[src/rtl/adder_arbiter_if.sv]
// Request, shared-adder and response signals of the two-client adder arbiter.
// The slave modport is the arbiter's view; master is the client/adder side.
interface adder_arbiter_if #(
   parameter int WIDTH = 4
);
   logic             req0_valid;
   logic             req0_ready;
   logic [WIDTH-1:0] req0_A_bus;
   logic [WIDTH-1:0] req0_B_bus;
   logic             req1_valid;
   logic             req1_ready;
   logic [WIDTH-1:0] req1_A_bus;
   logic [WIDTH-1:0] req1_B_bus;
   logic [WIDTH-1:0] add_A_bus;
   logic [WIDTH-1:0] add_B_bus;
   logic [WIDTH-1:0] add_S_bus;
   logic             resp_valid;
   logic             resp_ready;
   logic [WIDTH-1:0] resp_S_bus;
   logic             resp_id;
   logic             busy;

   modport slave (
      input  req0_valid, req0_A_bus, req0_B_bus,
      output req0_ready,
      input  req1_valid, req1_A_bus, req1_B_bus,
      output req1_ready,
      output add_A_bus, add_B_bus,
      input  add_S_bus,
      output resp_valid, resp_S_bus, resp_id,
      input  resp_ready,
      output busy
   );

   modport master (
      output req0_valid, req0_A_bus, req0_B_bus,
      input  req0_ready,
      output req1_valid, req1_A_bus, req1_B_bus,
      input  req1_ready,
      input  add_A_bus, add_B_bus,
      output add_S_bus,
      input  resp_valid, resp_S_bus, resp_id,
      output resp_ready,
      input  busy
   );
endinterface

[src/rtl/adder_arbiter.sv]
// Round-robin sharing of one combinational adder between two requesters,
// with registered operands, a fixed settle window and a tagged response.
module adder_arbiter #(
   parameter int WIDTH         = 4,
   parameter int SETTLE_CYCLES = 1
) (
   input  logic           clk,
   input  logic           rst_n,
   adder_arbiter_if.slave bus
);
   localparam int CNT_W = (SETTLE_CYCLES > 1) ? $clog2(SETTLE_CYCLES) : 1;

   typedef enum logic [1:0] {IDLE, SETTLE, RESP} state_t;

   state_t           state;
   state_t           state_nxt;
   logic             last_grant;
   logic             id_q;
   logic [CNT_W-1:0] cnt;
   logic             grant0;
   logic             grant1;
   logic             accept;
   logic [WIDTH-1:0] a_sel;
   logic [WIDTH-1:0] b_sel;

   // On a tie the requester that was not served last wins.
   assign grant0 = bus.req0_valid && (!bus.req1_valid || last_grant);
   assign grant1 = bus.req1_valid && (!bus.req0_valid || !last_grant);
   assign accept = (state == IDLE) && (grant0 || grant1);
   assign a_sel  = grant0 ? bus.req0_A_bus : bus.req1_A_bus;
   assign b_sel  = grant0 ? bus.req0_B_bus : bus.req1_B_bus;

   always_ff @(posedge clk) begin
      if (!rst_n) state <= IDLE;
      else        state <= state_nxt;
   end

   always_comb begin
      state_nxt = state;
      unique case (state)
         IDLE:    if (accept) state_nxt = SETTLE;
         SETTLE:  if (cnt == '0) state_nxt = RESP;
         RESP:    if (bus.resp_ready) state_nxt = IDLE;
         default: state_nxt = IDLE;
      endcase
   end

   always_comb begin
      bus.req0_ready = rst_n && (state == IDLE) && grant0;
      bus.req1_ready = rst_n && (state == IDLE) && grant1;
      bus.busy       = (state != IDLE);
      bus.resp_valid = (state == RESP);
   end

   // Operand/result registers; add buses keep their value after the response.
   always_ff @(posedge clk) begin
      if (!rst_n) begin
         last_grant     <= 1'b1;
         id_q           <= 1'b0;
         cnt            <= '0;
         bus.add_A_bus  <= '0;
         bus.add_B_bus  <= '0;
         bus.resp_S_bus <= '0;
         bus.resp_id    <= 1'b0;
      end else begin
         if (accept) begin
            bus.add_A_bus <= a_sel;
            bus.add_B_bus <= b_sel;
            id_q          <= grant1;
            last_grant    <= grant1;
            cnt           <= CNT_W'(SETTLE_CYCLES - 1);
         end
         if (state == SETTLE) begin
            if (cnt == '0) begin
               bus.resp_S_bus <= bus.add_S_bus;
               bus.resp_id    <= id_q;
            end else begin
               cnt <= cnt - CNT_W'(1);
            end
         end
      end
   end
endmodule

[src/flat_wrapper.sv]
// flat-port wrapper written by rule: the top's interface ports become plain ports
module adder_arbiter_flat 
#(
   parameter int WIDTH         = 4,
   parameter int SETTLE_CYCLES = 1
)
  (clk, rst_n, bus_req0_valid, bus_req0_A_bus, bus_req0_B_bus, bus_req0_ready, bus_req1_valid, bus_req1_A_bus, bus_req1_B_bus, bus_req1_ready, bus_add_A_bus, bus_add_B_bus, bus_add_S_bus, bus_resp_valid, bus_resp_S_bus, bus_resp_id, bus_resp_ready, bus_busy);
  adder_arbiter_if #(.WIDTH(WIDTH)) bus_i ();
  input  logic clk;
  input  logic rst_n;
  input wire logic [$bits(bus_i.req0_valid)-1:0] bus_req0_valid;
  input wire logic [$bits(bus_i.req0_A_bus)-1:0] bus_req0_A_bus;
  input wire logic [$bits(bus_i.req0_B_bus)-1:0] bus_req0_B_bus;
  output wire logic [$bits(bus_i.req0_ready)-1:0] bus_req0_ready;
  input wire logic [$bits(bus_i.req1_valid)-1:0] bus_req1_valid;
  input wire logic [$bits(bus_i.req1_A_bus)-1:0] bus_req1_A_bus;
  input wire logic [$bits(bus_i.req1_B_bus)-1:0] bus_req1_B_bus;
  output wire logic [$bits(bus_i.req1_ready)-1:0] bus_req1_ready;
  output wire logic [$bits(bus_i.add_A_bus)-1:0] bus_add_A_bus;
  output wire logic [$bits(bus_i.add_B_bus)-1:0] bus_add_B_bus;
  input wire logic [$bits(bus_i.add_S_bus)-1:0] bus_add_S_bus;
  output wire logic [$bits(bus_i.resp_valid)-1:0] bus_resp_valid;
  output wire logic [$bits(bus_i.resp_S_bus)-1:0] bus_resp_S_bus;
  output wire logic [$bits(bus_i.resp_id)-1:0] bus_resp_id;
  input wire logic [$bits(bus_i.resp_ready)-1:0] bus_resp_ready;
  output wire logic [$bits(bus_i.busy)-1:0] bus_busy;
  assign bus_i.req0_valid = bus_req0_valid;
  assign bus_i.req0_A_bus = bus_req0_A_bus;
  assign bus_i.req0_B_bus = bus_req0_B_bus;
  assign bus_req0_ready = bus_i.req0_ready;
  assign bus_i.req1_valid = bus_req1_valid;
  assign bus_i.req1_A_bus = bus_req1_A_bus;
  assign bus_i.req1_B_bus = bus_req1_B_bus;
  assign bus_req1_ready = bus_i.req1_ready;
  assign bus_add_A_bus = bus_i.add_A_bus;
  assign bus_add_B_bus = bus_i.add_B_bus;
  assign bus_i.add_S_bus = bus_add_S_bus;
  assign bus_resp_valid = bus_i.resp_valid;
  assign bus_resp_S_bus = bus_i.resp_S_bus;
  assign bus_resp_id = bus_i.resp_id;
  assign bus_i.resp_ready = bus_resp_ready;
  assign bus_busy = bus_i.busy;
  adder_arbiter #(.WIDTH(WIDTH), .SETTLE_CYCLES(SETTLE_CYCLES)) u_core (.clk(clk), .rst_n(rst_n), .bus(bus_i));
endmodule
[config.mk]
export PLATFORM = sky130hd
export DESIGN_NAME = adder_arbiter_flat
export DESIGN_NICKNAME = d
export VERILOG_FILES = /design/src/rtl/adder_arbiter_if.sv /design/src/rtl/adder_arbiter.sv /design/src/flat_wrapper.sv
export SDC_FILE = /design/constraint.sdc
export NUM_CORES = 1
export LEC_CHECK = 0
export CAP_MARGIN = 30
export CORE_MARGIN = 4
export CORE_UTILIZATION = 39
export DETAILED_ROUTE_END_ITERATION = 10
export MAX_ROUTING_LAYER = met4
export PLACE_DENSITY = 0.73
export SYNTH_ARGS = -nofsm -noshare
export SYNTH_HDL_FRONTEND = slang
export SYNTH_SLANG_ARGS = --single-unit
[constraint.sdc]
create_clock -name clk -period 1.3 [get_ports clk]
set_input_delay 0.13 -clock clk [delete_from_list [all_inputs] [get_ports clk]]
set_output_delay 0.13 -clock clk [all_outputs]
set_load 0.01 [all_outputs]
==> impl_metrics.yaml <==
outcome:
  run_status: "completed"
grt:
  grt_pass1_wl_mm: 3.995
  remaining_global_route_overflow: 0
  maximum_number_of_pins_on_one_net_before_global_route_repair: 17
  via_count_of_the_first_global_routing_pass: 937
  grtUsageTotal_pct: 16.11
  antenna_found_initial: 0
clocking:
  path_clk_slew_ns: 0.11
  clock_tree_from_tritoncts: "done"
  cts.sink_count: 18
  worstSkewPairLatency_ns: 0.30
  max-clock-path-buffers: 2
  htree_levels: 1
  cts.hold.buffers_added: 0
  root_buffer_cell: "sky130_fd_sc_hd__clkbuf_4"
  cts_made_buffers: 3
timing:
  max_clock_freq_mhz: 779.5
  layout_worst_path_cycle_share_pct: 98.68
  final_max_slew_viol_count: 0
  worst_clock_skew_ns: 0.001651
  worst_setup_slack_after_layout_ns: 0.01713
  finalHoldWorstSlack_ns: 0.1930
  setup_violations: 0
  finalHoldViolations: 0
  final.min_clock_period_ns: 1.283
  timing.max_slew.rel_slack_pct: 73.32
  worst_max_slew_pin_slew_ns: 0.3998
  rsz0062_at_grt: "true"
routing:
  num_vias: 895
  drtPass1Iterations: 4
  drtAntennaViolNets: 0
  detail_route.wl_per_cell_um: 13.87
  route.detailed.vias_per_inst: 5.144
  remaining_drc_errors: 0
  drtIter0Drc: 7
  drt-total-wl_mm: 2.413
worst_setup_path:
  end_kind: "flop"
  worstPathMaxFanout: 5
  setup.worst_path.class: "reg2reg"
  crit_arrival_ns: 1.48
  cp-start-kind: "flop"
  required_time_of_the_worst_setup_path_ns: 1.50
final_layout:
  multiInputGateArea_um2: 525.5
  post_layout_nonfiller_instances: 174
  final_layout_size_suffix_gt1_share_pct: 31.97
  diodes: 0
  final_net_count: 173
  fill_cells: 175
  ff_latch_area_um2: 364.1
  post-route-cell-area_um2: 1485
  postLayoutCoreUtil_pct: 72.73
  flow.area_growth_from_synthesis_pct: 69.09
die:
  fp.dieH_um: 55.46
  core-area_um2: 2042
  die_area_um2: 3075
  starting_utilization_of_the_core_area_pct: 43.01
  rows: 16
  design.portCount: 42
  die_x_um: 55.46
synth:
  synth_seq_cells: 18
  synth_simple_gate_area_share_pct: 20.80
  synth_adder_area_share_pct: 0
  synth.mux.area_fraction_pct: 5.698
  synth_seq_area_share_pct: 41.03
  avg_synthesized_cell_area_um2: 9.759
  syn-num-nets: 115
  synth-async-reset-ratio_pct: 0
  most_used_flip_flop_cell_after_synthesis: "sky130_fd_sc_hd__dfxtp_1"
  yosysUniqueCellTypes: 27
  synthesis.area_um2: 878.3
  largest_family_of_logic_cells_by_synthesized_area: "compound AO/OA/AOI/OAI gates"
  yosys.area_share.xor_xnor_pct: 0
  netlist_instances: 90
  ys_warn_count: 0
  synth_compound_area_share_pct: 28.06
  edff_count_synth: 0
power_and_ir_drop:
  power_density_nw_per_um2: 1027
  leakage_nw: 0.7128
  vdd_drop_max_mv: 0.7325
placement:
  port_buffers: 41
  globalplace.congestion: 0.8218
  dpl.hpwl_mm: 1.826
  pre_cts_ws_ns: -0.3574
  detailed_place.area_um2: 1404
  inst_count_dp: 168
hold_path:
  hold_crit_path_type: "in2reg"
run:
  max_cap_viol_count: 0
[final cells by class]
| cell class | count | share of cell area (%) |
|---|---|---|
| clock buffers | 4 | 2.443 |
| inverters | 4 | 1.011 |
| multi-input cells | 65 | 35.38 |
| flip-flops and latches | 18 | 24.52 |
| well taps | 27 | 2.275 |
| repair buffers | 56 | 34.37 |
[through the flow]
| step | total power, W | TNS [ns] |
|---|---|---|
| floorplan | 0.0008917 | 0 |
| global placement | 0.001162 | -3.388 |
| global route | 0.001603 | -0.2613 |
| detailed placement | 0.001172 | -3.635 |
| finish | 0.001525 | 0 |
| CTS | 0.001506 | 0 |
[synthesized netlist by cell type, types with 2 or more instances]
| cell type | instances | area (um^2) |
|---|---|---|
| sky130_fd_sc_hd__dfxtp_1 | 18 | 360.4 |
| sky130_fd_sc_hd__mux2i_1 | 5 | 50.05 |
| sky130_fd_sc_hd__a21oi_1 | 2 | 10.01 |
| sky130_fd_sc_hd__and3_2 | 7 | 52.55 |
| sky130_fd_sc_hd__inv_1 | 2 | 7.510 |
| sky130_fd_sc_hd__o21bai_1 | 8 | 60.06 |
| sky130_fd_sc_hd__clkbuf_1 | 2 | 7.510 |
| sky130_fd_sc_hd__nor2_1 | 8 | 30.03 |
| sky130_fd_sc_hd__a21boi_0 | 8 | 60.06 |
| sky130_fd_sc_hd__o311a_1 | 8 | 80.08 |
| sky130_fd_sc_hd__nand2_1 | 5 | 18.77 |
| sky130_fd_sc_hd__nor2_2 | 2 | 12.51 |
[report_power, final]
group	switching, W	internal [W]	total [W]
Sequential	0.0000279	0.000611	0.000639
Clock	0.000186	0.000171	0.000357
Combinational	0.000228	0.000300	0.000529
[critical path, stage by stage (launching register included)]
cell	delay [ns]
sky130_fd_sc_hd__dfxtp_2	0.35
sky130_fd_sc_hd__nor2_4	0.14
sky130_fd_sc_hd__buf_4	0.13
sky130_fd_sc_hd__buf_4	0.13
sky130_fd_sc_hd__o21ai_4	0.08
sky130_fd_sc_hd__o311a_1	0.35
[kinds of logic (layout without fill, tap and decap cells)]
logic type,count (synthesis),count (layout)
simple gates,29,29
buf+inv,8,64
mux,5,5
compound gates,30,31
flops,18,18
[placed cells by master, fill, tap and decap left out, drive strengths merged]
cell type      synthesis  final
a2111oi                1      1
a21boi                 8      8
a21oi                  2      2
and3                   8      8
buf                    2     19
clkbuf                 2      4
clkdlybuf4s50          0     22
clkinv                 1      1
dfxtp                 18     18
dlygate4sd2            0     12
dlymetal6s2s           0      3
inv                    3      3
mux2i                  5      5
nand2                  5      5
nand2b                 1      1
nand3                  1      1
nor2                  10     10
nor2b                  1      1
nor3                   1      1
nor3b                  1      1
o2111a                 1      1
o211ai                 1      1
o21ai                  1      2
o21bai                 8      8
o311a                  8      8
or3b                   1      1
[state kept, by name (all words and copies together) (netlist names)]
| name | count |
|---|---|
| u_core.cnt | 1 |
| u_core.state | 2 |
| u_core.id_q | 1 |
| u_core.last_grant | 1 |
| u_core.bus.add_A_bus | 4 |
| u_core.bus.resp_S_bus | 4 |
| u_core.bus.add_B_bus | 4 |
| u_core.bus.resp_id | 1 |
[path summary, 6_finish.rpt]
path,to,cells past startpoint,slack [ns],startpoint
min reg2reg,u_core.id_q,2,0.47,u_core.id_q
max reg2reg,u_core.bus.add_A_bus[2],5,0.02,u_core.state[1]
min,u_core.id_q,3,0.19,bus_req1_valid
max,u_core.bus.add_A_bus[2],5,0.02,u_core.state[1]
[per-layer routing]
| metal | routed length (um) | vias to the layer above | GRT usage (%) |
|---|---|---|---|
| met5 | 0 | - | - |
| met4 | 16 | 0 | 4.167 |
| met3 | 102 | 2 | 3.263 |
| met2 | 1191 | 26 | 28.21 |
| met1 | 1103 | 411 | 18.62 |
| li1 | - | 456 | - |
[what timing repair did]
item                                    CTS  global route
resized for setup                        35            11
cloned                                    0             1
endpoints found under the setup margin   21            14
buffers inserted                          1             0
pin swaps                                 1             5
Power figures use the tool's default switching activity.
==> RTL edit 1: new RTL, config.mk and constraints unchanged <==
`WIDTH` is set to 4 in 3 places; all go to 6.
--- a/src/rtl/adder_arbiter_if.sv
+++ b/src/rtl/adder_arbiter_if.sv
@@ -3,3 +3,3 @@
 interface adder_arbiter_if #(
-   parameter int WIDTH = 4
+   parameter int WIDTH = 6
 );
--- a/src/rtl/adder_arbiter.sv
+++ b/src/rtl/adder_arbiter.sv
@@ -3,3 +3,3 @@
 module adder_arbiter #(
-   parameter int WIDTH         = 4,
+   parameter int WIDTH         = 6,
    parameter int SETTLE_CYCLES = 1
--- a/src/flat_wrapper.sv
+++ b/src/flat_wrapper.sv
@@ -3,3 +3,3 @@
 #(
-   parameter int WIDTH         = 4,
+   parameter int WIDTH         = 6,
    parameter int SETTLE_CYCLES = 1
Ports: changed (8 resized); port bits go from 42 to 58. The function was not compared with the original's and may differ.
==> RTL edit 1 against the original RTL <==
- the flow now finishes with violations (negative setup slack)
- non-clock buffer count up 20
- worst hold slack better by 220 ps
- worst setup slack worse by 84 ps
- clock skew up 4.6 ps
- die area up 27%
- total power up 37%
- sequential cell count up 6
- routed wire length up 45%
- design area up 29%
- synthesized cell count up 37%
- area after synthesis up 32%
- critical path type is now flip-flop to output pin
- critical endpoint is now bus_req0_ready
- largest power group unchanged
- highest routed layer unchanged
==> RTL edit 1: results (changes against the original RTL) <==
- The final wirelength is 3.51 mm (was 2.41 mm).
- The total routing resource utilization after global routing is 18.7% (was 16.1%).
- The final clock skew came to 6.29 ps (was 1.65 ps).
- The part of the Yosys area used for sequential elements is 41.3% (was 41.0%).
- The total number of nets in the final design is 228 (was 173).
- Most frequent cells after synthesis: 24 x sky130_fd_sc_hd__dfxtp_1, 12 x sky130_fd_sc_hd__a21boi_0, 12 x sky130_fd_sc_hd__and3_1, 12 x sky130_fd_sc_hd__o21bai_1, 12 x sky130_fd_sc_hd__o311a_1 (was 18 x sky130_fd_sc_hd__dfxtp_1, 8 x sky130_fd_sc_hd__a21boi_0, 8 x sky130_fd_sc_hd__nor2_1, 8 x sky130_fd_sc_hd__o21bai_1, 8 x sky130_fd_sc_hd__o311a_1).
- The count of input and output buffers was 57 (was 41).
- The global routing met1 resource utilization came to 20.4% (was 18.6%).
- Registers with the most flip-flops: u_core.bus.add_A_bus x6, u_core.bus.add_B_bus x6, u_core.bus.resp_S_bus x6 (was u_core.bus.add_A_bus x4, u_core.bus.add_B_bus x4, u_core.bus.resp_S_bus x4).
- The routability congestion estimate from global placement is 0.736 (was 0.822).
- The final worst setup slack is -66.8 ps (was 17.1 ps).
- The worst slew margin relative to its limit came to 79.3% (was 73.3%).
- The proportion of layout cells with a drive suffix above 1 is 20.3% (was 32.0%).
- The distinct cell type count after synthesis came to 25 (was 27).
- The setup TNS was -67.9 ps (was 0 ps).
- The final-report setup violation count was 2 (was 0).
- The launch instance of the worst min-delay path is bus_add_S_bus[0] (was bus_req1_valid).
- Status: finished, violations left (was finished, final reports clean).
- The met2 routing resource usage after global routing is 33.0% (was 28.2%).
- The data arrival at the endpoint of the critical path is 1240 ps (was 1480 ps).
- Largest cells by area after synthesis: sky130_fd_sc_hd__dfxtp_1 41%, sky130_fd_sc_hd__o311a_1 10%, sky130_fd_sc_hd__a21boi_0 7.8% (was sky130_fd_sc_hd__dfxtp_1 41%, sky130_fd_sc_hd__o311a_1 9.1%, sky130_fd_sc_hd__a21boi_0 6.8%).
- The final reports fail on negative setup slack.
- The pin count of the biggest net entering global routing is 25 (was 17).
- The leakage power is 0.914 nW (was 0.713 nW).
- The first-pass GRT wire length is 5.84 mm (was 4.00 mm).
- The delay of the slowest critical-path stage is 380 ps (was 350 ps).
[RTL edit 1: what timing repair did]
item,CTS,global route
endpoints found under the setup margin,35,24
buffers inserted,2,0
pin swaps,3,3
resized for setup,45,7
[RTL edit 1: per-layer routing]
metal | up-vias | part of all wire, %
li1 | 588 | -
met1 | 608 | 39
met2 | 34 | 54
met3 | 8 | 4.5
met4 | 0 | 2.1
met5 | - | 0
[RTL edit 1: critical path, delay by kind of cell, from the launching register on]
| kind | cells | cell delay (ps) |
|---|---|---|
| buffers and inverters | 1 | 170 |
| and+or+nand+nor | 3 | 370 |
| DFF | 1 | 380 |
[RTL edit 1: kinds of logic after synthesis]
| family | share of synthesized area [%] |
|---|---|
| compound gates | 29.8 |
| buf+inv | 7.10 |
| flops | 41.3 |
| mux | 6.03 |
| simple gates | 15.7 |
[RTL edit 1: final timing paths]
path / cells past startpoint / to
hold / removal: 3 / u_core.bus.resp_S_bus[0]
setup reg to reg: 5 / u_core.bus.add_A_bus[5]
setup / recovery: 4 / bus_req0_ready
hold reg to reg: 2 / u_core.id_q
[RTL edit 1: power by group through the flow]
stage	logic, mW	registers (mW)	clock network (mW)
2_1_floorplan	0.295	0.901	0
3_3_place_gp	0.674	0.865	0
3_5_place_dp	0.690	0.870	0
4_1_cts	0.669	0.856	0.553
5_1_grt	0.747	0.866	0.579
6_report	0.690	0.856	0.538
[RTL edit 1: area by class of cell]
type / instances / area [um2]
Clock buffer: 3 / 22.5
Clock inverter: 1 / 30.0
Inverter: 4 / 15.0
Tap cell: 31 / 38.8
Sequential cell: 24 / 484
Multi-Input combinational cell: 84 / 629
Fill cell: 224 / 895
Timing Repair Buffer: 76 / 691
[RTL edit 1: metrics by stage]
| stage | cells | utilization, % | cell area, um2 | worst slack [ps] | total power [mW] |
|---|---|---|---|---|---|
| after floorplan | 123 | - | 1160 | 82.7 | 1.20 |
| after global placement | 217 | 65.3 | 1830 | -330 | 1.54 |
| after detailed placement | 217 | 65.3 | 1830 | -339 | 1.56 |
| after CTS | 223 | 67.1 | 1880 | -57.9 | 2.08 |
| after global routing | 223 | 68.1 | 1910 | -139 | 2.19 |
| final | 223 | 68.1 | 1910 | -66.8 | 2.08 |
==> RTL edit 2: new RTL, same settings <==
Made on the original files. Reset style: asynchronous (`rst_n`), changed in 2 clocked blocks.
--- a/src/rtl/adder_arbiter.sv
+++ b/src/rtl/adder_arbiter.sv
@@ -32,3 +32,3 @@
 
-   always_ff @(posedge clk) begin
+   always_ff @(posedge clk or negedge rst_n) begin
       if (!rst_n) state <= IDLE;
@@ -55,3 +55,3 @@
    // Operand/result registers; add buses keep their value after the response.
-   always_ff @(posedge clk) begin
+   always_ff @(posedge clk or negedge rst_n) begin
       if (!rst_n) begin
Behaviour: differs if rst_n is asserted again (counterexample within 4 cycles, from zero or initial values and one cycle with rst_n low); with rst_n held inactive, the same outputs for 10 cycles.
==> RTL edit 2 against the original RTL <==
- the flow now finishes with violations (negative setup slack)
- non-clock buffer count grew 6
- routed wire length up 6.5%
- fmax decreased by 9.6%
- sequential cell count unchanged
- worst setup slack worse by 140 ps
- sequential share of layout area rose by 4.3 points
- cell count did not move
- synthesized cell count is 6.7% lower
- area after synthesis rose by 2.1%
- design area grew 5.6%
- core utilization decreased by 1.1 points
- global-route usage is 1.9 points higher
- via count grew 0.22%
Power is not compared: it rests on default switching activity, and its combinational part moved more than twofold at a synthesized area within 25%.
==> RTL edit 2: results (changes against the original RTL) <==
- The first-pass GRT wire length came to 4.33 mm (was 4.00 mm).
- The share of synthesized flip-flops with an asynchronous set or reset is 100% (was 0%).
- The terminus of the critical flop-to-flop path is u_core.bus.resp_S_bus[0] (was u_core.bus.add_A_bus[2]).
- The startpoint of the worst register-to-register path is u_core.state[1] (unchanged).
- The number of cells in the design after placement is 162 (was 168).
- The launch point of the critical path is u_core.last_grant (was u_core.state[1]).
- The worst setup timing slack at the placement stage is -336 ps (was -357 ps).
- The total routing resource utilization after global routing is 18.0% (was 16.1%).
- The post-synthesis instance total came to 84 (was 90).
- The number of inserted filler cells in the final layout is 183 (was 175).
- The distinct cell type count after synthesis came to 22 (was 27).
- The data arrival at the endpoint of the critical path is 1290 ps (was 1480 ps).
- The biggest fanout along the worst timing path is 2 (was 5).
- The worst min-delay path category is input pin to asynchronous set/reset pin (was input pin to flip-flop).
- The setup TNS is -465 ps (was 0 ps).
- The proportion of layout cells with a drive suffix above 1 is 37.0% (was 32.0%).
- The final-report setup violation count is 8 (was 0).
- The worst-margin pin slew came to 238 ps (was 400 ps).
- Most frequent cells after synthesis: 17 x sky130_fd_sc_hd__dfrtp_1, 10 x sky130_fd_sc_hd__a21oi_1, 9 x sky130_fd_sc_hd__o21ai_0 (was 18 x sky130_fd_sc_hd__dfxtp_1, 8 x sky130_fd_sc_hd__a21boi_0, 8 x sky130_fd_sc_hd__nor2_1, 8 x sky130_fd_sc_hd__o21bai_1, 8 x sky130_fd_sc_hd__o311a_1).
- The placed standard-cell area is 1430 um2 (was 1400 um2).
- The pin count of the biggest net entering global routing is 14 (was 17).
- The final worst setup slack is -120 ps (was 17.1 ps).
- The checks that failed: negative setup slack.
- The total number of vias came to 897 (was 895).
- The number of DRC violations after detailed-routing iteration 0 is 20 (was 7).
- The detailed placer's ending HPWL is 1.87 mm (was 1.83 mm).
- The timing endpoint of the critical path is bus_req1_ready (was u_core.bus.add_A_bus[2]).
- Largest cells by area after synthesis: sky130_fd_sc_hd__dfrtp_1 47%, sky130_fd_sc_hd__a31oi_2 11%, sky130_fd_sc_hd__mux2_2 6.3% (was sky130_fd_sc_hd__dfxtp_1 41%, sky130_fd_sc_hd__o311a_1 9.1%, sky130_fd_sc_hd__a21boi_0 6.8%).
- Status: finished, violations left (was finished, final reports clean).
## RTL edit 2: cell types whose count changed after synthesis, moves of 5 or more
cell / unedited run / this run
sky130_fd_sc_hd__mux2i_1: 5 / 0
sky130_fd_sc_hd__dfrtp_1: 0 / 17
sky130_fd_sc_hd__o21ai_0: 0 / 9
sky130_fd_sc_hd__a31oi_2: 0 / 8
sky130_fd_sc_hd__a21oi_1: 2 / 10
sky130_fd_sc_hd__mux2_2: 0 / 5
sky130_fd_sc_hd__dfxtp_1: 18 / 0
sky130_fd_sc_hd__o21bai_1: 8 / 0
sky130_fd_sc_hd__nor2_1: 8 / 0
sky130_fd_sc_hd__o311a_1: 8 / 0
sky130_fd_sc_hd__nand3_1: 1 / 8
sky130_fd_sc_hd__a21boi_0: 8 / 0
sky130_fd_sc_hd__and3_2: 7 / 0
## RTL edit 2: worst min-delay path by stage
stage                        startpoint                        to  slack, ps
2_1_floorplan                     rst_n   u_core.bus.add_A_bus[0]       -170
3_3_place_gp   u_core.bus.resp_S_bus[3]  u_core.bus.resp_S_bus[3]        490
3_5_place_dp   u_core.bus.resp_S_bus[2]  u_core.bus.resp_S_bus[2]        490
4_1_cts                           rst_n   u_core.bus.add_B_bus[1]        240
5_1_grt                           rst_n         u_core.last_grant        260
6_report                          rst_n   u_core.bus.add_B_bus[1]        270
## RTL edit 2: worst max-delay path, stage by stage, from the launching register on
cell                      delay, ps
sky130_fd_sc_hd__dfstp_2        560
sky130_fd_sc_hd__buf_6          100
sky130_fd_sc_hd__nand2_1         40
sky130_fd_sc_hd__and4_1         180
sky130_fd_sc_hd__buf_2          130
## RTL edit 2: logic make-up after synthesis
family / synth area share (%)
compound gates: 24.0
simple gates: 13.8
mux: 6.28
flops: 50.3
buf+inv: 5.58
## RTL edit 2: repair_timing
item	CTS	global route
resized for setup	46	6
buffers inserted	5	4
endpoints found under the setup margin	23	18
pin swaps	12	3
cloned	0	1
## RTL edit 2: power by group
part	leakage [nW]	internal [mW]	switching (mW)	total [mW]
Combinational	0.467	1.16	0.861	2.02
Clock	0.0210	0.170	0.170	0.341
Sequential	0.209	0.842	0.158	0.999
Total	0.696	2.18	1.19	3.37
## RTL edit 2: layout make-up
type / instances / area, um2 / area share, %
sequential: 18 / 452 / 28.8
timing repair buffer: 62 / 563 / 35.9
multi-input combinational: 58 / 468 / 29.8
tap: 28 / 35.0 / 2.23
inverter: 4 / 15.0 / 0.957
clock buffer: 4 / 36.3 / 2.31
## RTL edit 2: layer usage
layer	GRT usage (%)	up-vias	wire [um]
met4	6.10	0	36
met2	31.2	36	1310
met5	-	-	0
li1	-	431	-
met3	4.87	4	178
met1	19.7	426	1050
